==> config.mk <==
export PLATFORM = sky130hd
export DESIGN_NAME = validation_arbiter
export DESIGN_NICKNAME = d
export VERILOG_FILES = /design/src/rtl/validation_arbiter_pkg.sv /design/src/rtl/standard_hash_validator.sv /design/src/rtl/validation_arbiter_rr_arbiter.sv /design/src/rtl/validation_arbiter.sv
export SDC_FILE = /design/constraint.sdc
export NUM_CORES = 1
export LEC_CHECK = 0
export ABC_AREA = 1
export CORE_AREA = 2 2 483 485
export DETAILED_ROUTE_END_ITERATION = 16
export DIE_AREA = 0 0 485 487
export DONT_BUFFER_PORTS = 1
export PLACE_DENSITY = 0.32
export SYNTH_ARGS = -nofsm -noshare
export SYNTH_HDL_FRONTEND = slang
export SYNTH_HIERARCHICAL = 1
export SYNTH_SLANG_ARGS = --single-unit
export TNS_END_PERCENT = 1
==> constraint.sdc <==
create_clock -name clk -period 8 [get_ports clk]
set_input_delay 1.2 -clock clk [delete_from_list [all_inputs] [get_ports clk]]
set_output_delay 1.2 -clock clk [all_outputs]
set_load 0.05 [all_outputs]
==> src/rtl/validation_arbiter_pkg.sv <==
// Shared types and constants for the validation arbiter slice.
// Latency: n/a (types, constants and a pure function only).
// Backpressure: n/a.
package validation_arbiter_pkg;

   localparam int HASH_W = 256;
   localparam int DIFF_W = 32;

   typedef enum logic [1:0] {
      IDLE  = 2'd0,
      RUN   = 2'd1,
      FOUND = 2'd2
   } state_t;

   // Hashes arrive little-endian; the first byte on the bus is the least
   // significant byte of the numeric value compared against the target.
   function automatic logic [HASH_W-1:0] byte_rev(input logic [HASH_W-1:0] h);
      logic [HASH_W-1:0] r;
      r = '0;
      for (int b = 0; b < HASH_W/8; b++) begin
         r[b*8 +: 8] = h[(HASH_W/8-1-b)*8 +: 8];
      end
      return r;
   endfunction

endpackage

==> src/rtl/standard_hash_validator.sv <==
// Compares a hash against a compact difficulty target: value(hash) < mantissa << 8*(exp-3).
// Latency: 1 cycle, result registered on the rising edge after the hash is presented.
// Backpressure: none; accepts a new hash every cycle.
module standard_hash_validator
   import validation_arbiter_pkg::*;
(
   input  logic              clk,
   input  logic              rst,
   input  logic [HASH_W-1:0] hash,
   input  logic [DIFF_W-1:0] difficulty,
   output logic              ok
);

   // Target is built in a field wide enough for the largest exponent that
   // still fits the mantissa; anything larger overflows 2^256 and always passes.
   localparam int EXT_W = HASH_W + 32;

   logic [7:0]       exp_b;
   logic [23:0]      mant;
   int               exp_i;
   logic [EXT_W-1:0] mant_ext;
   logic [EXT_W-1:0] target;
   logic [EXT_W-1:0] hash_ext;
   logic             huge;
   logic             pass;

   // Difficulty word is stored little-endian: exponent in the low byte,
   // mantissa bytes following in ascending significance order reversed.
   assign exp_b    = difficulty[7:0];
   assign mant     = {difficulty[15:8], difficulty[23:16], difficulty[31:24]};
   assign exp_i    = int'(exp_b);
   assign mant_ext = {{(EXT_W-24){1'b0}}, mant};
   assign hash_ext = {32'b0, byte_rev(hash)};

   // Expand the compact target and compare strictly-less.
   always_comb begin
      target = '0;
      huge   = 1'b0;
      if (exp_i < 3) begin
         target = mant_ext >> (8 * (3 - exp_i));
      end else if (exp_i <= 36) begin
         target = mant_ext << (8 * (exp_i - 3));
      end else begin
         huge = (mant != 24'd0);
      end
      pass = huge || (hash_ext < target);
   end

   // Register the verdict so it lines up with the sideband pipeline.
   always_ff @(posedge clk or posedge rst) begin
      if (rst) begin
         ok <= 1'b0;
      end else begin
         ok <= pass;
      end
   end

endmodule

==> src/rtl/validation_arbiter_rr_arbiter.sv <==
// Round-robin grant among N requesters, search begins one past the last grant.
// Latency: grant is combinational from req and the stored pointer; pointer updates on grant.
// Backpressure: grants nothing while en is low; at most one grant per cycle.
module rr_arbiter #(
   parameter  int N     = 4,
   localparam int IDX_W = $clog2(N)
) (
   input  logic             clk,
   input  logic             rst,
   input  logic             en,
   input  logic [N-1:0]     req,
   output logic [N-1:0]     grant,
   output logic [IDX_W-1:0] grant_idx
);

   localparam logic [IDX_W-1:0] LAST_RST = IDX_W'(N - 1);

   logic [IDX_W-1:0] last;
   logic             hit;
   int               idx;
   logic [IDX_W-1:0] idx_l;

   // Scan from last+1 with wrap; first active request wins.
   always_comb begin
      grant     = '0;
      grant_idx = '0;
      hit       = 1'b0;
      idx       = 0;
      idx_l     = '0;
      for (int k = 1; k <= N; k++) begin
         idx   = (int'(last) + k) % N;
         idx_l = idx[IDX_W-1:0];
         if (en && !hit && req[idx_l]) begin
            hit          = 1'b1;
            grant[idx_l] = 1'b1;
            grant_idx    = idx_l;
         end
      end
   end

   // Remember the most recent winner; reset points at the top index so
   // requester 0 is searched first.
   always_ff @(posedge clk or posedge rst) begin
      if (rst) begin
         last <= LAST_RST;
      end else if (hit) begin
         last <= grant_idx;
      end
   end

endmodule

==> src/rtl/validation_arbiter.sv <==
// Arbitrates hash requesters into one shared validator and latches the first passing nonce.
// Latency: grant combinational; verdict 1 cycle after transfer; found asserts on the following edge.
// Backpressure: req_ready per requester, one-hot or zero, only while searching. Optional: VALIDATION_ARBITER_STATS_EN adds hash_count.
module validation_arbiter
   import validation_arbiter_pkg::*;
#(
   parameter  int NUM_REQ = 4,
   parameter  int NONCE_W = 32,
   localparam int ID_W    = $clog2(NUM_REQ)
) (
   input  logic                       clk,
   input  logic                       rst,
   input  logic                       start,
   input  logic                       abort,
   input  logic                       clear,
   input  logic [DIFF_W-1:0]          difficulty,
   input  logic [NUM_REQ-1:0]         req_valid,
   output logic [NUM_REQ-1:0]         req_ready,
   input  logic [NUM_REQ*HASH_W-1:0]  req_hash,
   input  logic [NUM_REQ*NONCE_W-1:0] req_nonce,
   output logic                       busy,
   output logic                       found,
   output logic [NONCE_W-1:0]         found_nonce,
`ifdef VALIDATION_ARBITER_STATS_EN
   output logic [31:0]                hash_count,
`endif
   output logic [ID_W-1:0]            found_id
);

   state_t              state;
   state_t              state_nxt;
   logic [DIFF_W-1:0]   diff_q;
   logic [NUM_REQ-1:0]  grant;
   logic [ID_W-1:0]     grant_idx;
   logic [HASH_W-1:0]   sel_hash;
   logic [NONCE_W-1:0]  sel_nonce;
   logic                pipe_vld;
   logic [NONCE_W-1:0]  pipe_nonce;
   logic [ID_W-1:0]     pipe_id;
   logic                val_ok;
   logic                start_ok;
   logic                run_en;

   assign run_en    = (state == RUN);
   assign start_ok  = (state == IDLE) && start && !abort;
   assign req_ready = grant;
   assign busy      = (state != IDLE);
   assign found     = (state == FOUND);

   rr_arbiter #(.N(NUM_REQ)) u_rr (
      .clk       (clk),
      .rst       (rst),
      .en        (run_en),
      .req       (req_valid),
      .grant     (grant),
      .grant_idx (grant_idx)
   );

   // Route the granted requester's hash and nonce; zero when nothing transfers.
   always_comb begin
      sel_hash  = '0;
      sel_nonce = '0;
      for (int i = 0; i < NUM_REQ; i++) begin
         if (grant[i]) begin
            sel_hash  = req_hash[i*HASH_W +: HASH_W];
            sel_nonce = req_nonce[i*NONCE_W +: NONCE_W];
         end
      end
   end

   standard_hash_validator u_val (
      .clk        (clk),
      .rst        (rst),
      .hash       (sel_hash),
      .difficulty (diff_q),
      .ok         (val_ok)
   );

   // Next-state: abort beats a success or a clear arriving in the same cycle.
   always_comb begin
      state_nxt = state;
      case (state)
         IDLE: begin
            if (start_ok) state_nxt = RUN;
         end
         RUN: begin
            if (abort)                  state_nxt = IDLE;
            else if (pipe_vld && val_ok) state_nxt = FOUND;
         end
         FOUND: begin
            if (abort || clear) state_nxt = IDLE;
         end
         default: state_nxt = IDLE;
      endcase
   end

   // State register.
   always_ff @(posedge clk or posedge rst) begin
      if (rst) begin
         state <= IDLE;
      end else begin
         state <= state_nxt;
      end
   end

   // Difficulty is only sampled when a search is actually accepted.
   always_ff @(posedge clk or posedge rst) begin
      if (rst) begin
         diff_q <= '0;
      end else if (start_ok) begin
         diff_q <= difficulty;
      end
   end

   // Sideband pipeline alongside the validator; a transfer made while the
   // search is ending (success or abort) is consumed but never marked valid.
   always_ff @(posedge clk or posedge rst) begin
      if (rst) begin
         pipe_vld   <= 1'b0;
         pipe_nonce <= '0;
         pipe_id    <= '0;
      end else begin
         pipe_vld <= (|grant) && (state_nxt == RUN);
         if (|grant) begin
            pipe_nonce <= sel_nonce;
            pipe_id    <= grant_idx;
         end
      end
   end

   // Capture the winner on the RUN to FOUND transition and hold it.
   always_ff @(posedge clk or posedge rst) begin
      if (rst) begin
         found_nonce <= '0;
         found_id    <= '0;
      end else if (run_en && (state_nxt == FOUND)) begin
         found_nonce <= pipe_nonce;
         found_id    <= pipe_id;
      end
   end

`ifdef VALIDATION_ARBITER_STATS_EN
   // Count verdicts seen while searching; sticks at all-ones.
   always_ff @(posedge clk or posedge rst) begin
      if (rst) begin
         hash_count <= '0;
      end else if (start_ok) begin
         hash_count <= '0;
      end else if (run_en && pipe_vld && (hash_count != 32'hFFFF_FFFF)) begin
         hash_count <= hash_count + 32'd1;
      end
   end
`endif

endmodule
## Yosys cells after proc, flatten, opt, wreduce, memory -nomap -nowiden

Index checks and enable logic that the tools add are counted.

| operators by class | value |
|---|---|
| $lt $le $gt $ge | 11 |
| shift operators | 2 |
| muxes and demuxes | 45 |
| add/subtract/negate cells | 6 |
| bitwise operators | 3 |
| eq/ne operators | 4 |
| reductions and logical operators | 26 |

Operators with widths:

| operator | count |
|---|---|
| two-way mux 256 bit | 4 |
| two-way mux 288 bit | 2 |
| less-than comparator 256 x 288 -> 1 bit | 1 |
| << shifter 24 x 32 -> 288 bit | 1 |
| right shift 24 x 32 -> 288 bit | 1 |
| two-way mux 32 bit | 4 |
| nonzero test 24 bit | 1 |
| logical AND 1 bit | 16 |
| two-way mux 2 bit | 8 |
| two-way mux 4 bit | 4 |
| two-way mux 1 bit | 14 |
| less-than comparator 2 x 3 -> 1 bit, second input constant | 4 |
| bitwise OR 4 bit | 3 |
| subtractor 2 x 8 -> 9 bit, first input constant | 1 |
| subtractor 8 x 2 -> 9 bit, second input constant | 1 |
| binary-select mux 1 bit (select 2 bit) | 4 |
| demux 1 bit (select 2 bit) | 4 |
| greater-or-equal comparator 2 x 1 -> 1 bit, second input constant | 4 |
| <= comparator 8 x 6 -> 1 bit, second input constant | 1 |
| less-than comparator 8 x 2 -> 1 bit, second input constant | 1 |
| one-hot mux 2 bit (3 select lines) | 1 |
| adder 2 x 1 -> 2 bit, second input constant | 2 |
| adder 2 bit, second input constant | 2 |
| == test 2 x 1 -> 1 bit, second input constant | 2 |
| 6 further kinds | 11 |

| storage, ports and cells | value |
|---|---|
| input port bits | 1193 |
| register bits after elaboration | 106 |
| word-level logic and storage cells | 106 |

## Depth between registers and ports, before layout

| logic depth | value |
|---|---|
| depth after elaboration | 23 |
| mapped depth | 36 |
| mapped depth without buffers | 32 |

## Cells and area by module

The synthesis kept the hierarchy.

Modules (own cells, without submodules):

| module | area each (sq um) | cells an instance | instances |
|---|---|---|---|
| validation_arbiter | 14433.8 | 2980 | 1 |
| standard_hash_validator | 9631.7 | 1671 | 1 |
| rr_arbiter | 640.6 | 102 | 1 |

## Worst setup path before layout

No wires, ideal clock.

| path | value |
|---|---|
| kind | input-to-reg |
| start | input port req_valid[3] |
| end | register u_val.ok |
| arrival time | 4650 ps |
| path buffers | 3 |
| cell stages on the path | 31 |
| slack | 3234 ps |
| library setup time | 116 ps |
| data required time | 7884 ps |
| cell sequence | nand2_1 -> nand3_4 -> nand2_2 -> inv_2 -> o21ai_4 -> nand4_1 -> nand2_1 -> buf_4 -> inv_2 -> buf_6 -> buf_6 -> nor2_1 -> nor2_1 -> nand2_1 -> nand2_1 -> ha_1 -> nand2_1 -> inv_1 -> nand3_1 -> nor3_1 -> inv_1 -> nor4_1 -> nand3_1 -> inv_1 -> nand4_1 -> nor4_1 -> nand2_1 -> nor2_1 -> nand2_1 -> nand2_1 -> nand2_1 |

| on the way | value |
|---|---|
| elaborated cells on any way between the ends | 34 |

RTL lines:

| what | line | RTL |
|---|---|---|
| from (decl) | validation_arbiter.sv:17 | `input logic [NUM_REQ-1:0] req_valid,` |
| binary-select mux 1 bit (select 2 bit) | validation_arbiter_rr_arbiter.sv:33 | `if (en && !hit && req[idx_l]) begin` |
| two-way mux 1 bit (not written as such) | validation_arbiter_rr_arbiter.sv:33 |  |
| logical AND 1 bit | validation_arbiter_rr_arbiter.sv:33 |  |
| two-way mux 1 bit | validation_arbiter_rr_arbiter.sv:33 |  |
| zero test 1 bit | validation_arbiter_rr_arbiter.sv:33 |  |
| logical AND 1 bit (2 in a row) | validation_arbiter_rr_arbiter.sv:33 |  |
| two-way mux 1 bit | validation_arbiter_rr_arbiter.sv:33 |  |
| zero test 1 bit | validation_arbiter_rr_arbiter.sv:33 |  |
| [... 4 more ...] | - |  |
| logical AND 1 bit (2 in a row) | validation_arbiter_rr_arbiter.sv:33 |  |
| two-way mux 4 bit * | validation_arbiter_rr_arbiter.sv:33 |  |
| named net req_ready[2] | validation_arbiter.sv:18 | `output logic [NUM_REQ-1:0] req_ready,` |
| two-way mux 256 bit * (2 in a row) | validation_arbiter.sv:64 | `if (grant[i]) begin` |
| named net sel_hash[103] | validation_arbiter.sv:35 | `logic [HASH_W-1:0] sel_hash;` |
| less-than comparator 256 x 288 -> 1 bit * | standard_hash_validator.sv:46 | `pass = huge \|\| (hash_ext < target);` |
| logical OR 1 bit * | standard_hash_validator.sv:46 |  |
| named net u_val.pass | standard_hash_validator.sv:25 | `logic pass;` |
| to (signal assigned) | standard_hash_validator.sv:54 | `ok <= pass;` |
| to (decl) | standard_hash_validator.sv:11 | `output logic ok` |

The timed path passes the listed nets; every way through them passes the cells marked *. The select of a mux whose other input is x is not followed.
A chain may end at the register's enable or synchronous reset.

## Worst setup path after layout

| path | value |
|---|---|
| start | register u_rr.last[1] |
| end | register u_val.ok |

| on the way | value |
|---|---|
| word-level cells in the longest chain between the ends | 23 |
| elaborated cells on any way between the ends | 58 |

RTL lines:

| what | line | RTL |
|---|---|---|
| from (decl) | validation_arbiter_rr_arbiter.sv:18 | `logic [IDX_W-1:0] last;` |
| from (signal assigned) | validation_arbiter_rr_arbiter.sv:47 | `last <= grant_idx;` |
| branches (longest 16 deep; another with less-than comparator 2 x 3 -> 1 bit) | - |  |
| two-way mux 4 bit * | validation_arbiter_rr_arbiter.sv:33 |  |
| two-way mux 256 bit (3 in a row) | validation_arbiter.sv:64 |  |
| two-way mux 256 bit * | validation_arbiter.sv:64 |  |
| named net sel_hash[165] | validation_arbiter.sv:35 |  |
| less-than comparator 256 x 288 -> 1 bit * | standard_hash_validator.sv:46 |  |
| logical OR 1 bit * | standard_hash_validator.sv:46 |  |
| named net u_val.pass | standard_hash_validator.sv:25 |  |

Mark *: on every way through the listed nets, which the timed path passes. The select of a mux whose other input is x is not followed.

==> results.toml <==
[status]
status = "complete, no violations"

[cts]
cts_sinks = 106
cts_tree = "done"
cts_hold_buf = 0
cts_buffers = 9
cts_resized = 0
cts_setup_buffers = 0
htree_levels = 3
cts-root-buf = "clkbuf_16"
cts_buffer_depth = 2
insertion_delay_ns = 0.41
path_clk_slew_ns = 0.11

[logic_synthesis]
syn_avg_cell_area_sq_um = 5.20
netlist_area_sq_um = 24700
yosysSeqAreaShare_pct = 10.7
async_flop_share_pct = 100
yosysTopAreaCell = "nand2_1"
ys_warn_count = 6
ys.flop_type = "dfrtp_1"
synth_edf_count = 0
synth_top_area_share_pct = 31.4
synth_seq_cells = 106
synth.distinct_cells = 54
yosys-top-cells-area = "nand2_1, ha_1, nor2_1"
synthCells = 4753
synth_fp_nets = 6213

[floorplanning]
die_h_um = 487
dieArea_sq_um = 236000
rows = 177
core_area_sq_um = 231000
initial_utilization_pct = 10.7
die_w_um = 485
ios = 1233

[worst_setup_path]
criticalPathCategory = "reg -> reg"
crit_slowest_cell = "buf_4"
crit_family = "simple AND/OR/NAND/NOR gates"
rr_startpoint = "u_rr/last[1]"
cp_slowest_stage_delay_ns = 0.74
critPathCaptureType = "flip-flop"
crit_required_ns = 8.35
critPathLaunch = "u_rr/last[1]"
crit_buf_inv = 3
crit_arrival_ns = 6.91
cpMostUsedCell = "nand2_1"
critPathMaxFanout = 86
start_kind = "flip-flop"

[route]
avgViaCountPerCell = 4.03
ant_nets = 0
vias = 30659
wl_um = 195000
drt_iter0_drc = 2092
drt-pass1-iter-count = 7
routedWlPerCell_um = 25.7
drc = 0

[sta]
post-route-min-period_ns = 6.56
fin_tns_setup_ns = 0
setup_viol = 0
maxSlewHeadroom_pct = 23.7
fin_skew_ns = 0.0292
hold_viol = 0
rsz0062_at_grt = "no"
max_slew.worst_pin.slew_ns = 1.14
period_share_pct = 82.1
max_freq_ghz = 0.152
maxSlewViolCount = 0

[global_route]
grt_usage_pct = 15.7
grt_pass1_wl_um = 256000
grt_pass1_vias = 29842
gr-total-overflow = 0
grt_max_degree = 114
antenna_found_initial = 113

[placed_design]
io_buffers = 0
place.gp.congestion = 0.923
hpwl_um = 172000
dp_cells = 7557
dpl-instance-area_sq_um = 27600

[layout]
regArea_sq_um = 2660
synthToLayoutAreaGrowth_pct = 13.4
final_cell_mix = "nand2_1, nor2_1, a21oi_1"
final_common_cell = "nand2_1"
fin_area_sq_um = 28000
fin_cells = 7609
drive_above_1_share_pct = 2.83
nets = 5985
fill_cells = 27633
multi_input_area_sq_um = 19700

[min_path]
hp-class = "reg -> reg"
hp-start = "diff_q[22]"

[power]
vdd_drop_max_v = 0.000177
p_leak_nw = 13.0
power.density_nw_per_um2 = 546
finalPower_w = 0.0153

[flow_run]
maxCapViolCount = 0
[where the power goes]
part / leakage, nW / total [W] / switching (W) / internal [W]
Sequential: 1.38 / 0.00119 / 0.000464 / 0.000725
Combinational: 11.5 / 0.0136 / 0.00964 / 0.00398
Clock: 0.149 / 0.000484 / 0.000260 / 0.000224
[synthesized netlist by cell type, types with 4 or more instances]
library cell and n:
o21ai_1 13, o22a_1 6, inv_2 10, buf_4 21
clkbuf_1 133, o21ai_0 121, a211oi_1 17, a31oi_1 8
nor4_1 14, and2_1 6, nor2_1 795, nor2_4 5
buf_6 30, o21a_1 7, a21oi_1 403, nand3_2 4
o21bai_1 36, o211ai_1 5, buf_2 103, o221ai_1 10
ha_1 267, buf_1 8, nand3_1 177, inv_1 229
nand4_1 73, nor3_1 31, nand2_1 2067, nand2_2 6
dfrtp_1 104
[per-layer routing]
metal | GRT usage [%] | up-vias | part of all wire (%)
met3 | 3.92 | 221 | 7.0
met5 | 0 | - | 0.27
met4 | 3.26 | 84 | 2.1
met2 | 27.0 | 1275 | 48
li1 | - | 14776 | -
met1 | 19.6 | 14303 | 43
[state kept, by name (all words and copies together) (netlist names)]
| signal | count |
|---|---|
| diff_q | 32 |
| pipe_nonce | 32 |
| pipe_vld | 1 |
| found_id | 2 |
| u_rr/last | 2 |
| u_val/ok | 1 |
| state | 2 |
| found_nonce | 32 |
| pipe_id | 2 |
[worst min-delay path, stage by stage, from the launching register on]
cell and delay [ns]:
dfrtp_1 0.35, nand2_1 0.05, o21ai_0 0.06
[through the flow]
stage	hold slack (ns)	setup slack [ns]	utilization [%]
after floorplan	0.453	3.23	-
after global placement	0.479	0.127	11.9
after detailed placement	0.488	1.13	11.9
after CTS	0.507	1.12	12.1
after global routing	0.525	0.845	12.1
final	0.496	1.44	12.1
[area by class of cell]
| type | count | area share (%) |
|---|---|---|
| antenna | 36 | 0.322 |
| clock buffer | 9 | 0.804 |
| clock inverter | 7 | 0.281 |
| inverter | 242 | 3.30 |
| multi-input combinational | 4108 | 70.2 |
| sequential | 106 | 9.48 |
| tap | 3043 | 13.6 |
| timing repair buffer | 58 | 2.01 |
[cell families after synthesis]
| family | Yosys count | synth area share (%) |
|---|---|---|
| xor+xnor | 2 | 0.132 |
| flops | 106 | 10.7 |
| simple gates | 3187 | 51.0 |
| fa+ha+maj | 267 | 13.5 |
| buf+inv | 539 | 9.99 |
| compound gates | 652 | 14.6 |
[path summary, 6_finish.rpt]
kind,endpoint,slack (ns),depth (start not counted)
worst max-delay path,u_val/ok,1.44,28
worst min-delay path,diff_q[22],0.50,2
worst max register to register,u_val/ok,1.44,28
worst min register to register,diff_q[22],0.50,2
max in group asynchronous,found_nonce[12],5.89,2
min in group asynchronous,u_val/ok,0.59,1
Power figures use the tool's default switching activity.
